==> src/rtl/register_dump_reader_pkg.sv <==
`default_nettype none
// ============================================================================
// Module      : register_dump_reader_pkg
// Description : Shared state encoding, default sizes and small helpers for
//               the register dump reader and its output stage.
// Revision    : 1.0 - initial release
// ============================================================================
package register_dump_reader_pkg;

    // Default geometry of the scanned register file.
    localparam int NUM_REGS_DEF = 8;
    localparam int DATA_W_DEF   = 8;
    localparam int ADDR_W_DEF   = 3;
    localparam int RD_LAT_DEF   = 1;

    // Register file read-address width; bits above the register index are tied 0.
    localparam int RF_ADDR_W    = 4;

    // Sequencer states; encodings are fixed so debug captures stay comparable.
    typedef enum logic [1:0] {
        ST_IDLE    = 2'd0,
        ST_ISSUE   = 2'd1,
        ST_WAIT    = 2'd2,
        ST_PRESENT = 2'd3
    } state_t;

    // Width of the read-latency down-counter; never narrower than one bit
    // so a latency of 1 still yields a legal vector.
    function automatic int lat_cnt_width(input int rd_lat);
        return (rd_lat > 1) ? $clog2(rd_lat) : 1;
    endfunction

endpackage
`default_nettype wire

==> src/rtl/register_dump_reader_if.sv <==
`default_nettype none
// ============================================================================
// Module      : register_dump_reader_if
// Description : Bundles the register-file read port and the valid/ready
//               (address, data, last) output stream of the dump reader.
//               master = the reader, slave = register file + consumer.
// Revision    : 1.0 - initial release
// ============================================================================
interface register_dump_reader_if
    import register_dump_reader_pkg::*;
#(
    parameter int DATA_W = DATA_W_DEF,
    parameter int ADDR_W = ADDR_W_DEF
);

    // Register file read port.
    logic [RF_ADDR_W-1:0] rf_read_address;
    logic [DATA_W-1:0]    rf_read_data;

    // Output byte stream.
    logic                 out_valid;
    logic                 out_ready;
    logic [ADDR_W-1:0]    out_addr;
    logic [DATA_W-1:0]    out_data;
    logic                 out_last;

    modport master (
        output rf_read_address,
        input  rf_read_data,
        output out_valid,
        input  out_ready,
        output out_addr,
        output out_data,
        output out_last
    );

    modport slave (
        input  rf_read_address,
        output rf_read_data,
        input  out_valid,
        output out_ready,
        input  out_addr,
        input  out_data,
        input  out_last
    );

endinterface
`default_nettype wire

==> src/rtl/register_dump_reader_out_stage.sv <==
`default_nettype none
// ============================================================================
// Module      : register_dump_reader_out_stage
// Description : Single-entry output holding register with valid/ready.
//               Loads a (addr, data, last) entry, holds it unchanged while
//               the consumer stalls, and drops valid on acceptance.
// Revision    : 1.0 - initial release
// ============================================================================
module register_dump_reader_out_stage
    import register_dump_reader_pkg::*;
#(
    parameter int DATA_W = DATA_W_DEF,
    parameter int ADDR_W = ADDR_W_DEF
) (
    input  wire logic              clock_reg,
    input  wire logic              reset,
    input  wire logic              load,
    input  wire logic [ADDR_W-1:0] load_addr,
    input  wire logic [DATA_W-1:0] load_data,
    input  wire logic              load_last,
    input  wire logic              ready,
    output logic                   valid,
    output logic [ADDR_W-1:0]      addr,
    output logic [DATA_W-1:0]      data,
    output logic                   last
);

    // Capture on load, hold while stalled, clear valid once the entry is taken.
    // The payload is left in place after acceptance; only valid qualifies it.
    always_ff @(posedge clock_reg or negedge reset) begin
        if (!reset) begin
            valid <= 1'b0;
            addr  <= '0;
            data  <= '0;
            last  <= 1'b0;
        end else if (load) begin
            valid <= 1'b1;
            addr  <= load_addr;
            data  <= load_data;
            last  <= load_last;
        end else if (valid && ready) begin
            valid <= 1'b0;
        end
    end

endmodule
`default_nettype wire

==> src/rtl/register_dump_reader.sv <==
`default_nettype none
// ============================================================================
// Module      : register_dump_reader
// Description : Walks registers 0..NUM_REGS-1 through one read port and
//               streams each (address, data) pair out on a valid/ready
//               interface. One dump per start pulse, or back-to-back dumps
//               while continuous is held high.
// Revision    : 1.0 - initial release
// ============================================================================
module register_dump_reader
    import register_dump_reader_pkg::*;
#(
    parameter int NUM_REGS = NUM_REGS_DEF,
    parameter int DATA_W   = DATA_W_DEF,
    parameter int ADDR_W   = ADDR_W_DEF,
    parameter int RD_LAT   = RD_LAT_DEF
) (
    input  wire logic              clock_reg,
    input  wire logic              reset,
    input  wire logic              start,
    input  wire logic              continuous,
    output logic                   busy,
    output logic                   done,
    register_dump_reader_if.master bus
);

    // The counter is loaded with RD_LAT-1 in ISSUE and the capture happens
    // when it reads zero in WAIT, so WAIT lasts exactly RD_LAT cycles and the
    // read data is sampled on the RD_LAT-th edge after the address moved.
    localparam int                LAT_W      = lat_cnt_width(RD_LAT);
    localparam logic [LAT_W-1:0]  LAT_INIT   = LAT_W'(RD_LAT - 1);
    localparam logic [ADDR_W-1:0] LAST_INDEX = ADDR_W'(NUM_REGS - 1);

    state_t              r_state;
    logic [ADDR_W-1:0]   r_index;
    logic [ADDR_W-1:0]   r_rd_addr;
    logic [LAT_W-1:0]    r_lat_cnt;
    logic                r_busy;
    logic                r_done;

    logic                w_load;
    logic                w_load_last;
    logic                w_accept;

    // Capture strobe for the output stage: last WAIT cycle.
    assign w_load      = (r_state == ST_WAIT) && (r_lat_cnt == '0);
    assign w_load_last = (r_index == LAST_INDEX);

    // An entry leaves the reader only while PRESENT holds a valid entry.
    assign w_accept    = (r_state == ST_PRESENT) && bus.out_valid && bus.out_ready;

    // The read address is a register updated only in ISSUE, so it stays
    // constant through WAIT and the capture edge. Upper bits are tied 0.
    assign bus.rf_read_address = RF_ADDR_W'(r_rd_addr);

    assign busy = r_busy;
    assign done = r_done;

    // Sequencer: start gating, read issue, latency wait, handshake and wrap.
    // busy tracks "state != IDLE" as a register; done is a one-cycle pulse.
    always_ff @(posedge clock_reg or negedge reset) begin
        if (!reset) begin
            r_state   <= ST_IDLE;
            r_index   <= '0;
            r_rd_addr <= '0;
            r_lat_cnt <= '0;
            r_busy    <= 1'b0;
            r_done    <= 1'b0;
        end else begin
            r_done <= 1'b0;
            case (r_state)
                ST_IDLE: begin
                    // start is only looked at here, so pulses while busy are dropped.
                    if (start) begin
                        r_state <= ST_ISSUE;
                        r_busy  <= 1'b1;
                    end
                end
                ST_ISSUE: begin
                    r_rd_addr <= r_index;
                    r_lat_cnt <= LAT_INIT;
                    r_state   <= ST_WAIT;
                end
                ST_WAIT: begin
                    if (r_lat_cnt == '0) begin
                        r_state <= ST_PRESENT;
                    end else begin
                        r_lat_cnt <= r_lat_cnt - LAT_W'(1);
                    end
                end
                ST_PRESENT: begin
                    if (w_accept) begin
                        if (!bus.out_last) begin
                            r_index <= r_index + ADDR_W'(1);
                            r_state <= ST_ISSUE;
                        end else begin
                            // The index wraps only here, after the final entry.
                            r_done  <= 1'b1;
                            r_index <= '0;
                            if (continuous) begin
                                r_state <= ST_ISSUE;
                            end else begin
                                r_state <= ST_IDLE;
                                r_busy  <= 1'b0;
                            end
                        end
                    end
                end
                default: begin
                    r_state <= ST_IDLE;
                    r_busy  <= 1'b0;
                end
            endcase
        end
    end

    // Output holding register: loaded from the read port on the capture
    // strobe, held stable under backpressure.
    register_dump_reader_out_stage #(
        .DATA_W (DATA_W),
        .ADDR_W (ADDR_W)
    ) u_out_stage (
        .clock_reg (clock_reg),
        .reset     (reset),
        .load      (w_load),
        .load_addr (r_index),
        .load_data (bus.rf_read_data),
        .load_last (w_load_last),
        .ready     (bus.out_ready),
        .valid     (bus.out_valid),
        .addr      (bus.out_addr),
        .data      (bus.out_data),
        .last      (bus.out_last)
    );

endmodule
`default_nettype wire
==> src/flat_wrapper.sv <==
// flat-port wrapper written by rule: the top's interface ports become plain ports
module register_dump_reader_flat import register_dump_reader_pkg::*;
#(
    parameter int NUM_REGS = NUM_REGS_DEF,
    parameter int DATA_W   = DATA_W_DEF,
    parameter int ADDR_W   = ADDR_W_DEF,
    parameter int RD_LAT   = RD_LAT_DEF
)
  (clock_reg, reset, start, continuous, busy, done, bus_rf_read_address, bus_rf_read_data, bus_out_valid, bus_out_ready, bus_out_addr, bus_out_data, bus_out_last);
  register_dump_reader_if #(.DATA_W(DATA_W), .ADDR_W(ADDR_W)) bus_i ();
  input  wire logic clock_reg;
  input  wire logic reset;
  input  wire logic start;
  input  wire logic continuous;
  output logic busy;
  output logic done;
  output wire logic [$bits(bus_i.rf_read_address)-1:0] bus_rf_read_address;
  input wire logic [$bits(bus_i.rf_read_data)-1:0] bus_rf_read_data;
  output wire logic [$bits(bus_i.out_valid)-1:0] bus_out_valid;
  input wire logic [$bits(bus_i.out_ready)-1:0] bus_out_ready;
  output wire logic [$bits(bus_i.out_addr)-1:0] bus_out_addr;
  output wire logic [$bits(bus_i.out_data)-1:0] bus_out_data;
  output wire logic [$bits(bus_i.out_last)-1:0] bus_out_last;
  assign bus_rf_read_address = bus_i.rf_read_address;
  assign bus_i.rf_read_data = bus_rf_read_data;
  assign bus_out_valid = bus_i.out_valid;
  assign bus_i.out_ready = bus_out_ready;
  assign bus_out_addr = bus_i.out_addr;
  assign bus_out_data = bus_i.out_data;
  assign bus_out_last = bus_i.out_last;
  register_dump_reader #(.NUM_REGS(NUM_REGS), .DATA_W(DATA_W), .ADDR_W(ADDR_W), .RD_LAT(RD_LAT)) u_core (.clock_reg(clock_reg), .reset(reset), .start(start), .continuous(continuous), .busy(busy), .done(done), .bus(bus_i));
endmodule
==> config.mk <==
export PLATFORM = sky130hd
export DESIGN_NAME = register_dump_reader_flat
export DESIGN_NICKNAME = d
export VERILOG_FILES = /design/src/rtl/register_dump_reader_pkg.sv /design/src/rtl/register_dump_reader_if.sv /design/src/rtl/register_dump_reader_out_stage.sv /design/src/rtl/register_dump_reader.sv /design/src/flat_wrapper.sv
export SDC_FILE = /design/constraint.sdc
export NUM_CORES = 1
export LEC_CHECK = 0
export BUFFER_PORTS_ARGS = -buffer_cell sky130_fd_sc_hd__buf_2
export CAP_MARGIN = 20
export CORE_MARGIN = 2
export CORE_UTILIZATION = 49
export CTS_BUF_LIST = sky130_fd_sc_hd__clkbuf_8 sky130_fd_sc_hd__clkbuf_16
export CTS_CLUSTER_SIZE = 20
export DETAILED_ROUTE_END_ITERATION = 16
export GPL_ROUTABILITY_DRIVEN = 0
export MAX_ROUTING_LAYER = met4
export PLACE_DENSITY = 0.84
export SYNTH_ARGS = -nofsm -noshare
export SYNTH_HDL_FRONTEND = slang
export SYNTH_SLANG_ARGS = --single-unit
export TNS_END_PERCENT = 5
==> constraint.sdc <==
create_clock -name clock_reg -period 1.75 [get_ports clock_reg]
set_input_delay 0.0875 -clock clock_reg [delete_from_list [all_inputs] [get_ports clock_reg]]
set_output_delay 0.0875 -clock clock_reg [all_outputs]
set_load 0.01 [all_outputs]
* Word-level counts from Yosys, hierarchy flattened
Cells that the tools add are included. Widths: inputs -> output; s select.
Cells by class: bitwise operators 1, add/sub/neg operators 2, equality and inequality tests 9, multiplexer cells 19, reductions and logical operators 11
Operator list (count):
- $mux 1 | 11
- $mux 2 | 4
- $ne 2x2->1 const B | 4
- $pmux 2 s4 | 1
- $reduce_bool 2->1 | 3
- $reduce_and 5->1 | 1
- $eq 2x2->1 const B | 2
- $logic_and 1x1->1 | 4
- $pmux 1 s2 | 2
- $add 3x1->3 const B | 1
- $eq 3x3->1 const B | 1
- $mux 3 | 1
- $reduce_and 3->1 | 1
- $eq 2x1->1 const B | 1
- $logic_not 2->1 | 1
- $ne 2x1->1 const B | 1
- $reduce_and 2->1 | 1
- $not 1->1 | 1
- $sub 1x1->1 const B | 1
Word-level totals: register bits 24, input bits 13, output and inout port bits 19, logic and storage cells 52

* Depth between registers and ports, before layout
Gate-level depths: netlist (run 1).
depth in word-level cells 5, mapped depth 5, mapped depth without buffers 5

* Hierarchy
A second synthesis (run 1) with hierarchy kept.
Second synthesis, totals: cell total of the unflattened synthesis 75, area total of the unflattened synthesis 1043.5 µm²
By module, submodules not included:
- register_dump_reader | seq. area each 250.2 µm², cells each 47, instances 1, area an instance 525.5 µm²
- register_dump_reader_out_stage | seq. area each 325.3 µm², cells each 28, instances 1, area an instance 518.0 µm²

* Least setup slack after synthesis (run 1)
Ideal clock, no wire load.
path kind register to register, start point register u_core.r_state[0], end point register u_core.r_busy, in the netlist u_core.busy, path buffers 0, data required time 1626 ps, data arrival time 1363 ps, path slack 263 ps, setup time 124 ps, cell stages (with the launch flop) 6, period minus slack after synthesis 1487 ps, cell sequence dfrtp_1 > inv_1 > ha_1 > nor2b_4 > a211o_1 > a211o_1
Between the ends: cells in the longest elaborated chain, start to end 5, elaborated cells between the ends (all ways) 11, classes of those cells eq/ne (5); mux (1); reduce/logical (5)
RTL lines:
- start: declaration | line register_dump_reader.sv:34 | state_t r_state;
- start signal: assignment | line register_dump_reader.sv:63 | r_state <= ST_IDLE;
- start signal: assignment | line register_dump_reader.sv:75 | r_state <= ST_ISSUE;
- start signal: assignment | line register_dump_reader.sv:82 | r_state <= ST_WAIT;
- $eq 2x2->1 | line register_dump_reader.sv:50, register_dump_reader.sv:71
- $logic_and 1x1->1 (2 in series) | line register_dump_reader.sv:50 | assign w_accept = (r_state == ST_PRESENT) && bus.out_valid && bus.out_ready;
- $ne 2x1->1 (no source line)
- $reduce_and 5->1 (no source line)
- end signal: assignment | line register_dump_reader.sv:67 | r_busy <= 1'b0;
- end signal: assignment | line register_dump_reader.sv:76 | r_busy <= 1'b1;
- end signal: assignment | line register_dump_reader.sv:104 | r_busy <= 1'b0;
- end: declaration | line register_dump_reader.sv:38 | logic r_busy;
Several ways; a longest one is shown, not always the timed one. A chain may end at the register's enable or synchronous reset.

* Worst setup path after layout (run 1)
start point register u_core.r_state[0], end point register u_core.r_state[1]
Between the ends: cells in the longest elaborated chain, start to end 5, elaborated cells between the ends (all ways) 11, classes of those cells eq/ne (6); mux (1); reduce/logical (4)
RTL lines (line):
- $eq 2x2->1 | register_dump_reader.sv:50, register_dump_reader.sv:71
- $logic_and 1x1->1 (2 in series) | register_dump_reader.sv:50
- $ne 2x1->1 (no source line)
- $reduce_and 3->1 (no source line)
Several ways; a longest one is shown, not always the timed one.

==> impl_metrics.toml, run 1 <==
[run_status]
outcome = "finished clean"

[synth]
ys.warnings.count = 0
synthFlopType = "dfrtp_1"
synthSimpleGateAreaFrac_pct = 8.726
synthMuxAreaShare_pct = 16.86
avgSynthCellArea_sq_um = 12.94
synth_edf_count = 0
ys_types = 24
synthAdderAreaFrac_pct = 9.434
synth_xor_area_share_pct = 0
synth_area_sq_um = 1061
synthCells = 82
synth_compound_area_share_pct = 7.783
async_reset_ff_share_pct = 100.0
synth_nets = 103
ys_ff_latch = 23
seq_area_frac_synth_pct = 54.25
synth_top_family_by_area = "multiplexers"

[timing]
slew_violations = 0
setup_tns_ps = 0
fin_crit_sh_pct = 90.42
min_period_ps = 1582
rsz0062_at_grt = "no"
fmaxAchievable_ghz = 0.6319
worstMarginPinSlew_ps = 507.6
fin_skew_ps = 5.217
hold_viol_final = 0
relSlewSlack_pct = 66.16
worst_hold_slack_ps = 50.53
setup_violations = 0

[floorplan]
boundaryPins = 32
die-area_sq_um = 2554
die_w_microns = 50.54
die_h_microns = 50.54
core-area_sq_um = 2002
initial_utilization_pct = 53.00
rows = 16

[clock_network]
cts_buffers = 3
cts-htree-levels = 1
cts_root_buf = "clkbuf_8"
clock_latency_ps = 260
cts.reportedPaths.clkPinSlew_ps = 80
cts_tree = "done"
postCtsSetupBuffers = 0
cts_num_sinks = 23
cts.path.max_buffers = 2

[cells_and_area]
area_delta_synth_final_pct = 22.05
insertedDiodeCount = 0
layout.nets = 138
layout-drive-gt1-share_pct = 44.83
fin_cells = 143
final_cell_mix = "buf_2 (30), dfrtp_1 (23), mux2_2 (15)"
final_common_cell = "buf_2"

[routing]
first_pass_iters = 4
dr.first_iter.drc_count = 9
ant_nets = 0
drcViolationCount = 0
routed_wirelength_microns = 1863
avgViaCountPerCell = 5.133
num_vias = 734
avgRoutedWirePerCell_microns = 13.03

[power]
peakVddDrop_mv = 0.9768
p_per_area_nw_per_um2 = 1601
p_leak_nw = 0.6719
finalPower_mw = 2.074

[setup_path]
crit_type = "reg -> reg"
path_max_fanout = 5
cp-end-kind = "register"
arrival_ps = 1730
critPathRequiredTime_ps = 1890
start_kind = "register"

[place]
dp_cells = 138
portBuffers = 30
dp_hpwl_microns = 1449

[global_route]
overflow = 0
grt_pass1_vias = 705
grt_pass1_wl_microns = 3201
grt_max_degree = 24
grt_use_total_pct = 17.88
antenna_found_initial = 0

[flow_run]
cap_violations = 0

[hold_path]
hp-class = "in -> reg"
[final timing paths]
check                                           start                          to  slack, ps  depth (start not counted)
max reg2reg                         u_core.r_state[0]           u_core.r_state[1]        170                          5
max in group asynchronous                       reset  u_core.u_out_stage.data[6]       1080                          2
min in group asynchronous                       reset           u_core.r_state[0]        320                          2
min                               bus_rf_read_data[7]  u_core.u_out_stage.data[7]         50                          2
min reg2reg                u_core.u_out_stage.data[7]  u_core.u_out_stage.data[7]        510                          1
max                                 u_core.r_state[0]           u_core.r_state[1]        170                          5
[flip-flops by register name (all words and copies together) (netlist names)]
signal                    flops
u_core.done                   1
u_core.r_rd_addr              3
u_core.u_out_stage.last       1
u_core.u_out_stage.data       8
u_core.r_state                2
u_core.r_index                3
u_core.u_out_stage.addr       3
u_core.u_out_stage.valid      1
u_core.busy                   1
[layout make-up]
class | instances | area (sq um)
clock buffer | 3 | 41.29
multi-input combinational | 53 | 457.9
clock inverter | 1 | 3.754
inverter | 4 | 15.01
fill | 165 | 706.9
sequential | 23 | 575.6
tap | 27 | 33.78
timing repair buffer | 32 | 167.7
[through the flow]
step                instance area [sq um]  utilization, %  setup WS (ps)
detailed placement                   1240           61.94          173.0
global placement                     1240           61.94          223.2
CTS                                  1295           64.69          162.9
floorplan                            1061               -          263.0
finish                               1295           64.69          167.6
global route                         1295           64.69          75.17
[synth_stat cells (2+ instances only)]
cell type	n	share of area [%]
a21oi_1	2	0.94
nand2_1	6	2.1
ha_1	8	9.4
dfrtp_1	23	54
a211o_1	3	2.5
mux2_2	15	16
nor2_1	2	0.71
inv_1	4	1.4
nor3_1	2	0.94
o21ai_0	3	1.4
[critical path: stages, from the launching register on]
cell and delay (ps):
dfrtp_1 400, inv_1 120, ha_1 260, nor2b_4 150, a21oi_1 170, mux2_2 360
[cells by family after synthesis]
| family | after synthesis |
|---|---|
| DFF | 23 |
| muxes | 16 |
| and+or+nand+nor | 16 |
| AOI/OAI and AO/OA | 12 |
| adders and majority gates | 8 |
| buffers and inverters | 6 |
| other | 1 |
[where the power goes]
group | switching, mW | total, mW | leakage [nW] | internal, mW
registers | 0.126 | 0.852 | 0.287 | 0.726
clock network | 0.158 | 0.314 | 0.0269 | 0.157
logic | 0.434 | 0.907 | 0.358 | 0.474
[per-layer routing]
metal  GRT usage [%]  share of wire, %  up-vias
met1           22.09                43      352
met3           2.679               5.7        5
met4           10.81               2.8        0
li1                -                 -      350
met5               -                 0        -
met2           27.85                48       27
[repair_timing]
item                                   in CTS  in global routing
hold buffers                                1                  0
resized for setup                           0                  0
endpoints found under the hold margin      23                  0
Note: power is estimated with default switching activity, not from simulation.
==> run 2, diff against run 1 <==
Settings changed: PLACE_DENSITY 0.84 to 0.82.
==> impl_metrics.toml, run 2 (synthesis results as in run 1) <==
[cells_and_area]
layout-drive-gt1-share_pct = 45.69
layout.nets = 138
final_cell_mix = "buf_2 (30), dfrtp_1 (23), mux2_2 (15)"
fin_util_pct = 64.88
area_delta_synth_final_pct = 22.41
fin_cells = 143
largest_register = "u_core.u_out_stage.data"
fin_area_sq_um = 1299
insertedDiodeCount = 0
final_common_cell = "buf_2"
largest_reg_flops = 8

[setup_path]
critPathBufInv = 1
cp_slowest_cell = "dfrtp_1"
arrival_ps = 1760
r2r-start = "u_core.r_state[0]"
start_kind = "register"
cp-startpoint = "u_core.r_state[0]"
critPathRequiredTime_ps = 1900
cp_top_family = "compound AO/OA/AOI/OAI gates"
cp-end-kind = "register"
cp_cell_sequence = "inv_1 -> ha_1 -> nor2b_4 -> a211o_1 -> a211o_1"
reg2reg_slack_ps = 140
crit_cells = 5
path_common_cell = "a211o_1"
crit_type = "reg -> reg"
timing.rr.end = "u_core.busy"
path_max_fanout = 5
critical_path.max_stage_delay_ps = 400
critPathCapture = "u_core.busy"
r2r_cells = 5

[power]
p_leak_nw = 0.6667
seq_power_share_pct = 41.4
p_sw_uw = 729.3
comb_power_share_pct = 42.7
cell_internal_pwr_mw = 1.356
finalPower_mw = 2.085
clkPwrFrac_pct = 16.0
peakVddDrop_mv = 0.9118
p_per_area_nw_per_um2 = 1606
sw_frac_of_total_pct = 34.97

[place]
portBuffers = 30
dp_slack_ps = 153.3
placed_area_sq_um = 1240
dp_hpwl_microns = 1424
dp_cells = 138

[floorplan]
initial_utilization_pct = 53.00
die_h_microns = 50.54
core-area_sq_um = 2002
die_w_microns = 50.54
rows = 16
die-area_sq_um = 2554
boundaryPins = 32

[timing]
hold_viol_final = 0
slew_violations = 0
fmaxAchievable_ghz = 0.6230
setup_tns_ps = 0
setup_violations = 0
min_period_ps = 1605
rsz0062_at_grt = "no"
worst_hold_slack_ps = 47.28
fin_crit_sh_pct = 91.72
fin_skew_ps = 7.664
layout_setup_ws_ps = 144.9

[clock_network]
cts_tree = "done"
clock_latency_ps = 270
postCtsSetupBuffers = 0
cts.path.max_buffers = 2
cts_num_sinks = 23
cts.reportedPaths.clkPinSlew_ps = 90
cts-htree-levels = 1
cts_buffers = 3
cts_root_buf = "clkbuf_8"

[routing]
avgRoutedWirePerCell_microns = 13.39
num_vias = 736
drcViolationCount = 0
first_pass_iters = 4
ant_nets = 0
dr.first_iter.drc_count = 4
avgViaCountPerCell = 5.147
routed_wirelength_microns = 1915

[hold_path]
hp-class = "in -> reg"

[global_route]
antenna_found_initial = 0
overflow = 0
grt_pass1_wl_microns = 3277
grt_pass1_vias = 744
grt_max_degree = 24
grt_use_total_pct = 17.70

[run_status]
outcome = "finished clean"

[flow_run]
cap_violations = 0
run 2: power by group through the flow:
| stage | clock network (mW) | registers [mW] | logic, mW |
|---|---|---|---|
| finish | 0.333 | 0.862 | 0.889 |
| global route | 0.362 | 0.889 | 0.983 |
| CTS | 0.343 | 0.863 | 0.902 |
| detailed placement | 0 | 0.868 | 0.899 |
| global placement | 0 | 0.851 | 0.862 |
| floorplan | 0 | 0.922 | 0.548 |
run 2: repair_timing:
item	4_1_cts	5_1_grt
resized for setup	0	0
endpoints found under the hold margin	23	0
hold buffers	1	0
run 2: per-layer routing:
metal	global-route usage [%]	part of all wire [%]	routed length [microns]	up-vias
met5	-	0	0	-
met4	5.405	0	0	0
met3	2.976	5.8	111	0
met2	29.82	51	977	27
met1	21.94	43	826	359
li1	-	-	-	350
run 2: how the worst min path moves through the flow:
stage / from / end / slack [ps] / depth (start not counted)
global route: bus_rf_read_data[2] / u_core.u_out_stage.data[2] / 40 / 2
floorplan: reset / u_core.busy / -210 / 0
global placement: reset / u_core.u_out_stage.data[1] / 80 / 1
finish: bus_rf_read_data[1] / u_core.u_out_stage.data[1] / 50 / 2
CTS: bus_rf_read_data[1] / u_core.u_out_stage.data[1] / 40 / 2
detailed placement: reset / u_core.u_out_stage.data[1] / 80 / 1
run 2: layout make-up:
type                       instances  area (sq um)
multi-input combinational         53         457.9
tap                               27         33.78
clock inverter                     1         7.507
fill                             177         703.2
clock buffer                       3         41.29
inverter                           4         15.01
sequential                        23         575.6
timing repair buffer              32         167.7
